--- src/rtl/spi_pkg.sv ---
// spi_pkg: shared frame geometry, peripheral register map and controller state encoding.
//   FRAME_W/ADDR_W/DATA_W : frame = {rw, addr[6:0], data[7:0]}, MSB first
//   RW_WRITE               : value of frame bit 15 for a write
//   EN_OUT_*, EN_PWM_*, PWM_DUTY_CYCLE : peripheral register addresses
//   state_e                : controller FSM states
package spi_pkg;
    localparam int FRAME_W = 16;
    localparam int ADDR_W  = 7;
    localparam int DATA_W  = 8;
    localparam logic RW_WRITE = 1'b1;
    localparam logic [ADDR_W-1:0] EN_OUT_7_0       = 7'h00;
    localparam logic [ADDR_W-1:0] EN_OUT_15_8      = 7'h01;
    localparam logic [ADDR_W-1:0] EN_PWM_MODE_7_0  = 7'h02;
    localparam logic [ADDR_W-1:0] EN_PWM_MODE_15_8 = 7'h03;
    localparam logic [ADDR_W-1:0] PWM_DUTY_CYCLE   = 7'h04;
    typedef enum logic [2:0] {
        ST_IDLE,
        ST_SETUP,
        ST_SHIFT,
        ST_HOLD,
        ST_GAP
    } state_e;
endpackage

--- src/rtl/spi_tick_gen.sv ---
// spi_tick_gen: half-period counter, one-cycle tick every DIV enabled cycles.
//   clk, rst_n : clock, async active-low reset
//   en         : count while high
//   clr        : restart the count at zero (wins over en)
//   tick       : high in the last cycle of each DIV-cycle period
module spi_tick_gen #(
    parameter int DIV = 4
) (
    input  logic clk,
    input  logic rst_n,
    input  logic en,
    input  logic clr,
    output logic tick
);
    localparam int CW = $clog2(DIV);
    logic [CW-1:0] cnt_q, cnt_d;
    always_comb begin
        tick  = en && (cnt_q == CW'(DIV - 1));
        cnt_d = (clr || tick) ? '0 : en ? cnt_q + 1'b1 : cnt_q;
    end
    always_ff @(posedge clk or negedge rst_n) begin
        if (!rst_n) cnt_q <= '0;
        else        cnt_q <= cnt_d;
    end
endmodule

--- src/rtl/spi_controller.sv ---
// spi_controller: SPI mode-0 initiator issuing 16-bit {rw, addr, data} frames.
//   clk, rst_n        : clock, async active-low reset
//   start             : request, sampled only in IDLE
//   rw, addr, wdata   : frame contents, latched when start is accepted
//   cipo              : serial data from the peripheral
//   busy              : frame in progress (through the inter-frame gap)
//   done              : one-cycle pulse at end of frame
//   rdata             : byte captured from cipo during the data phase
//   sclk, ncs, copi   : SPI bus toward the peripheral (all registered)
module spi_controller import spi_pkg::*; #(
    parameter int CLK_DIV_HALF = 4,
    parameter int GAP_CYCLES   = 4
) (
    input  logic              clk,
    input  logic              rst_n,
    input  logic              start,
    input  logic              rw,
    input  logic [ADDR_W-1:0] addr,
    input  logic [DATA_W-1:0] wdata,
    input  logic              cipo,
    output logic              busy,
    output logic              done,
    output logic [DATA_W-1:0] rdata,
    output logic              sclk,
    output logic              ncs,
    output logic              copi
);
    if (CLK_DIV_HALF < 3) begin : g_bad_div
        $error("CLK_DIV_HALF must be 3 or more");
    end
    if (GAP_CYCLES < 1) begin : g_bad_gap
        $error("GAP_CYCLES must be 1 or more");
    end
    localparam int GW = $clog2(GAP_CYCLES + 1);
    state_e state_q, state_d;
    // rw goes straight to copi on acceptance, so only addr/data need holding
    logic [FRAME_W-2:0] frame_q, frame_d;
    logic [3:0]         bit_q, bit_d;
    logic               low_q, low_d;
    logic [GW-1:0]      gap_q, gap_d;
    logic [DATA_W-1:0]  shadow_q, shadow_d, rdata_q, rdata_d;
    logic sclk_q, sclk_d, ncs_q, ncs_d, copi_q, copi_d, busy_q, busy_d, done_q, done_d;
    logic tick;
    spi_tick_gen #(.DIV(CLK_DIV_HALF)) u_tick (
        .clk  (clk),
        .rst_n(rst_n),
        .en   (state_q inside {ST_SETUP, ST_SHIFT, ST_HOLD}),
        .clr  (state_q == ST_IDLE),
        .tick (tick)
    );
    always_comb begin
        state_d  = state_q;
        frame_d  = frame_q;
        bit_d    = bit_q;
        low_d    = low_q;
        gap_d    = gap_q;
        shadow_d = shadow_q;
        rdata_d  = rdata_q;
        sclk_d   = sclk_q;
        ncs_d    = ncs_q;
        copi_d   = copi_q;
        busy_d   = busy_q;
        done_d   = 1'b0;
        case (state_q)
            ST_IDLE: if (start) begin
                frame_d = {addr, wdata};
                copi_d  = rw;
                ncs_d   = 1'b0;
                busy_d  = 1'b1;
                state_d = ST_SETUP;
            end
            ST_SETUP: if (tick) begin
                sclk_d  = 1'b1;
                bit_d   = '0;
                low_d   = 1'b0;
                state_d = ST_SHIFT;
            end
            ST_SHIFT: if (tick) begin
                if (!low_q) begin
                    // falling edge: present the next bit; the last bit is simply held
                    sclk_d = 1'b0;
                    low_d  = 1'b1;
                    if (bit_q != 4'd15) copi_d = frame_q[4'd14 - bit_q];
                end else if (bit_q == 4'd15) begin
                    state_d = ST_HOLD;
                end else begin
                    // rising edge of bit bit_q+1; bits 8..15 carry peripheral data
                    sclk_d = 1'b1;
                    low_d  = 1'b0;
                    bit_d  = bit_q + 4'd1;
                    if (bit_q >= 4'd7) shadow_d = {shadow_q[DATA_W-2:0], cipo};
                end
            end
            ST_HOLD: if (tick) begin
                ncs_d   = 1'b1;
                copi_d  = 1'b0;
                done_d  = 1'b1;
                rdata_d = shadow_q;
                gap_d   = GW'(GAP_CYCLES - 1);
                state_d = ST_GAP;
            end
            ST_GAP: begin
                gap_d   = (gap_q == '0) ? gap_q : gap_q - 1'b1;
                busy_d  = (gap_q != '0);
                state_d = (gap_q == '0) ? ST_IDLE : ST_GAP;
            end
            default: state_d = ST_IDLE;
        endcase
    end
    always_ff @(posedge clk or negedge rst_n) begin
        if (!rst_n) begin
            state_q  <= ST_IDLE;
            frame_q  <= '0;
            bit_q    <= '0;
            low_q    <= 1'b0;
            gap_q    <= '0;
            shadow_q <= '0;
            rdata_q  <= '0;
            sclk_q   <= 1'b0;
            ncs_q    <= 1'b1;
            copi_q   <= 1'b0;
            busy_q   <= 1'b0;
            done_q   <= 1'b0;
        end else begin
            state_q  <= state_d;
            frame_q  <= frame_d;
            bit_q    <= bit_d;
            low_q    <= low_d;
            gap_q    <= gap_d;
            shadow_q <= shadow_d;
            rdata_q  <= rdata_d;
            sclk_q   <= sclk_d;
            ncs_q    <= ncs_d;
            copi_q   <= copi_d;
            busy_q   <= busy_d;
            done_q   <= done_d;
        end
    end
    assign busy  = busy_q;
    assign done  = done_q;
    assign rdata = rdata_q;
    assign sclk  = sclk_q;
    assign ncs   = ncs_q;
    assign copi  = copi_q;
endmodule

--- config.mk ---
export PLATFORM = sky130hd
export DESIGN_NAME = spi_controller
export DESIGN_NICKNAME = d
export VERILOG_FILES = /design/src/rtl/spi_pkg.sv /design/src/rtl/spi_tick_gen.sv /design/src/rtl/spi_controller.sv
export SDC_FILE = /design/constraint.sdc
export NUM_CORES = 1
export LEC_CHECK = 0
export CORE_UTILIZATION = 44
export DETAILED_ROUTE_END_ITERATION = 7
export DONT_BUFFER_PORTS = 1
export GPL_TIMING_DRIVEN = 0
export PLACE_DENSITY = 0.61
export RECOVER_POWER = 100
export SETUP_SLACK_MARGIN = 0.4
export SYNTH_ARGS = -nofsm -noshare
export SYNTH_HDL_FRONTEND = slang
export SYNTH_HIERARCHICAL = 1
export SYNTH_SLANG_ARGS = --single-unit
--- constraint.sdc ---
create_clock -name clk -period 3.65 [get_ports clk]
set_input_delay 0.1825 -clock clk [delete_from_list [all_inputs] [get_ports clk]]
set_output_delay 0.1825 -clock clk [all_outputs]
set_load 0.03 [all_outputs]
Word level (Yosys, flattened, before mapping)
Index checks and enable logic that the tools add are counted.
- add/subtract/negate cells: 4
- order comparisons: 2
- equal/unequal tests: 18
- multiplexer cells: 41
- bitwise logic cells: 1
- reductions and logical operators: 23
- operators with widths (operator ; count):
    two-way mux 3 bit ; 9
    two-way mux 1 bit ; 17
    two-way mux 4 bit ; 4
    != test 2 bit, second input constant ; 8
    case mux 3 bit (5 select lines) ; 1
    AND reduction 6 bit ; 2
    AND reduction 5 bit ; 2
    nonzero test 2 bit ; 5
    AND reduction 3 bit ; 3
    nonzero test 3 bit ; 3
    case mux 1 bit (2 select lines) ; 4
    case mux 4 bit (2 select lines) ; 1
    equality test 3 x 2 -> 1 bit, second input constant ; 2
    logical NOT 3 bit ; 2
    case mux 3 bit (2 select lines) ; 1
    AND reduction 2 bit ; 3
    less-than comparator 4 x 5 -> 1 bit, second input constant ; 1
    adder 4 x 1 -> 4 bit, second input constant ; 1
    binary-select mux 1 bit (select 4 bit) ; 1
    equality test 4 bit, second input constant ; 1
    >= comparator 4 x 3 -> 1 bit, second input constant ; 1
    two-way mux 2 bit ; 2
    != test 2 x 1 -> 1 bit, second input constant ; 2
    != test 4 bit, second input constant ; 1
    12 further kinds ; 12
- register bits after elaboration: 49
- input port bits: 20
- output and inout bits: 13
- word-level logic and storage cells: 102

Longest topological paths before layout
- depth in word-level cells: 7
- mapped depth: 10
- gate-level depth less buffers: 8

By module
The synthesis kept the hierarchy.
- modules (own cells, without submodules) (module ; times used ; cells each ; area each (um^2) ; sequential area each (um^2)):
    spi_controller ; 1 ; 178 ; 2218.4 ; 1177.4
    spi_tick_gen ; 1 ; 10 ; 110.1 ; 50.0

Least setup slack after synthesis
Ideal clock, no wire load.
- kind: reg-to-reg
- from: register state_q[0]
- to: register rdata_q[0] (netlist: rdata[0])
- setup time: 0.128 ns
- arrival: 1.914 ns
- required time: 3.522 ns
- slack: 1.608 ns
- cell stages (with the launch flop): 10
- buffers on the path: 3
- period minus slack after synthesis: 2.042 ns
- cells stage by stage: dfrtp_1 > buf_2 > nor2_1 > nor2_1 > and2_1 > clkbuf_1 > nand2_1 > nor2_1 > buf_2 > mux2_1
- longest elaborated chain between the ends: 4
- elaborated cells on any way between the ends: 6
- classes of those cells: 3 x eq/ne; 3 x reduce/logical
- ends and longest elaborated chain (item ; RTL line ; text):
    start: declaration ; spi_controller.sv:35 ; state_e state_q, state_d;
    start signal: assignment ; spi_controller.sv:125 ; state_q <= state_d;
    equality test 3 x 1 -> 1 bit / equality test 3 x 2 -> 1 bit (equally long branches) ; spi_controller.sv:47 ; .en (state_q inside {ST_SETUP, ST_SHIFT, ST_HOLD}),
    nonzero test 3 bit * ; spi_controller.sv:47 ;
    logical AND 1 bit * ; spi_tick_gen.sv:18 ; tick = en && (cnt_q == CW'(DIV - 1));
    named net tick ; spi_controller.sv:43 ; logic tick;
    AND reduction 2 bit (no line) * ; n/a ;
    end signal: assignment ; spi_controller.sv:131 ; rdata_q <= rdata_d;
    end: declaration ; spi_controller.sv:41 ; logic [DATA_W-1:0] shadow_q, shadow_d, rdata_q, rdata_d;
Mark *: on every way through the listed nets, which the timed path passes. The rest lies on a longest branch.
A chain may end at the register's enable or synchronous reset.

Final worst setup path
- from: register state_q[0]
- to: register rdata_q[1] (netlist: rdata[1])
The elaborated chain is that of the path after synthesis.

==> summary.md <==
| Metric | Value |
|---|---|
| Final hold violation count | 0 |
| Crit-path cells | clkbuf_1 -> nor2_1 -> nor2_1 -> and2_0 -> clkbuf_1 -> nand2_1 -> nor2_1 -> clkbuf_1 -> mux2_1 |
| Fin crit share | 76.7% |
| Final #Nets | 222 |
| Syn nets | 212 |
| Sequential-to-total area share from yosys stat | 52.7% |
| CP Depth | 9 |
| Largest net degree at the start of global routing | 50 |
| Met3 WL post-DR | 190 um |
| Row count | 26 |
| TritonRoute pass-1 iters | 4 |
| Mapped Cells | 188 |
| Vias per inst | roughly 5.3 |
| Rel. slew slack | 39.1% |
| Post-Route WL | 4.01 mm |
| Die Y | roughly 75 um |
| Synth area leaders | dfrtp_1, mux2_1, nor2_1 |
| Crit. Startpoint | state_q[0] |
| Final setup fails | 0 |
| Pleak | 1.22 nW |
| Worst Skew | around 0.0049 ns |
| I/O pin total | 33 |
| Metal-1 WL | 1.79 mm |
| Routed wire per std cell | 14.9 um |
| DIE AREA | 5590 um2 |
| Unique masters post-synth | 52 |
| Clock Sinks | 49 |
| Crit Path Max Fanout | 10 |
| Post-CTS Setup Bufs | 0 |
| R2R depth | 9 |
| Initial DRC count | 129 |
| Final Max Tran Viols | 0 |
| Prevailing post-synth register cell | dfrtp_1 |
| Critical path arrival | between 2 and 3 ns |
| Clock tree root buffer cell | clkbuf_8 |
| H-tree Lvls | 2 |
| Crit path max-delay family | buffers and inverters |
| Most frequent cell after synthesis | dfrtp_1 |
| PwrDens | 356 nW/um2 |
| Fmax | approximately 360 MHz |
| Post-route antenna net violation count | 0 |
| Post-synth EDFFs | 0 |
| Vias in the first global route | about 1400 |
| Global Route Usage Sum | 16.3% |
| Area Growth Syn to Fin | 8.60% |
| TritonCTS clock tree | done |
| Synth area leader | dfrtp_1 |
| Mapped cell area | 2330 um2 |
| Yosys warning total | 6 |
| Register bit count reported by yosys | 49 |
| RSZ-0062 raised after global routing | no |
| Fraction of registers with async set/reset | 100% |
| Top Metal Used | met4 |
| Max Buffers Root-to-Sink | 2 |
| Minimum clock period | ~2.8 ns |
| Least-Margin Pin Slew | about 0.91 ns |
| Initial core utilization | 45.6% |
| Post-synth top area share | 51.6% |
| Final setup TNS | 0 ns |
| HPWL Detailed | roughly 2.9 mm |
| Crit path capture type | flop |
| Initial antenna violation count | 0 |
| CP Buf/Inv Count | 3 |
| TritonCTS buffer count | 5 |
| Share of post-route cells with drive strength above 1 | 10.6% |
| VDD IR max | 206 uV |
| Min-Delay Path Class | in2reg |
| Critical Path RT | around 3.8 ns |
| Worst hold path cell count | 1 |
| Syn avg cell area | between 10 and 15 um2 |
| CP max-delay cell | clkbuf_1 |
| Die width | 74.7 um |
| DRC viols | 0 |
| Metal2 WL | 1.96 mm |
| Final WS setup | 0.852 ns |
| Startpoint Class | flop |
| Worst Path Class, Setup | reg2reg |
| Area of the core | around 5100 um2 |
| Worst-skew pair later-pin latency | 0.29 ns |
| Status | finished, final reports clean |
| Critical Path Max Stage Delay | 0.46 ns |
| Ant. Diodes | 0 |
| Worst r2r src | state_q[0] |
| Port Buffers | 0 |
| First-pass GRT wire length | 6.78 mm |
| Via count | 1436 |
| Commonest cells in the netlist | dfrtp_1, mux2_1, nor2_1 |
| Dpl ws | 1.23 ns |
| Worst Min Path Start | addr[0] |
| Final Wtd Congestion | 0.800 |
| CTS clock-pin slew for the worst setup and hold paths | 0.09 ns |
| Fin Hold WS | 0.0124 ns |
| Max-Cap Viols | 0 |
| Total global routing overflow | 0 |
[cells by family after synthesis]
family          after synthesis  synth area share [%]
compound gates               30                  9.08
xor+xnor                      7                  2.63
fa+ha+maj                     4                  2.15
buf+inv                      17                  4.84
flops                        49                  52.7
mux                          36                  17.7
simple gates                 45                  10.9
[through the flow]
step	area [um2]	instances	total power [mW]	utilization [%]
floorplan	2330	188	0.581	-
global placement	2420	258	0.584	47.3
detailed placement	2420	258	0.585	47.3
CTS	2540	268	0.913	49.8
global route	2530	269	0.940	49.5
finish	2530	269	0.901	49.5
[sequential cells by signal, indices dropped and copies added (netlist names), 2 cells and up]
name and cells:
bit_q 4, frame_q 15, gap_q 3, rdata 8, shadow_q 8, state_q 3
u_tick/cnt_q 2
[worst reg2reg max path, delay by kind of cell (launching register included)]
| kind | cells | cell delay (ns) |
|---|---|---|
| buffers and inverters | 3 | 1.02 |
| flip-flops | 1 | 0.37 |
| multiplexers | 1 | 0.38 |
| AND/OR/NAND/NOR | 5 | 0.89 |
[layer usage]
metal,GRT usage [%],up-vias
li1,-,688
met1,20.8,714
met2,26.3,26
met3,4.28,8
met4,6.92,0
met5,0,-
[where the power goes]
part           leakage [nW]  switching, mW  internal (mW)
clock                0.0374          0.177          0.135
combinational         0.548         0.0162         0.0138
sequential            0.635        0.00709          0.552
[path summary, 6_finish.rpt]
check / to / slack, ns
max in group asynchronous: ncs / 3.00
min in group asynchronous: bit_q[0] / 0.39
worst max register to register: rdata[1] / 0.85
worst min-delay path: frame_q[8] / 0.01
worst max-delay path: rdata[1] / 0.85
worst min register to register: gap_q[0] / 0.48
[cells in the final DEF (no fill, tap or decap), types with 2 or more instances in the layout]
cell           instances
dfrtp_1               48
mux2_1                30
nor2_1                14
a21oi_1               11
inv_1                  7
clkbuf_8               6
clkbuf_1               5
nand2_1                5
nand2b_1               5
xor2_1                 4
mux2i_1                4
nand3_1                4
ha_1                   4
buf_6                  3
xnor2_1                3
nor3_1                 2
or3_1                  2
a31oi_1                2
o22ai_1                2
nand4_1                2
o21ai_0                2
and2_0                 2
clkinvlp_4             2
dlygate4sd3_1          2
[timing repair]
item                                   CTS  global route
endpoints found under the hold margin   49             1
hold buffers                             2             1
gates resized for setup                  0             0
[cell type report]
class                   count  area, um2
plain buffers              10       82.6
clock buffers               6       72.6
clock inverters             2       15.0
fillers                   479       2580
inverters                   7       26.3
multi-input cells         122        970
flip-flops and latches     49       1230
well taps                  70       87.6
repair buffers              3       47.5
Note: power is estimated with default switching activity, not from simulation.
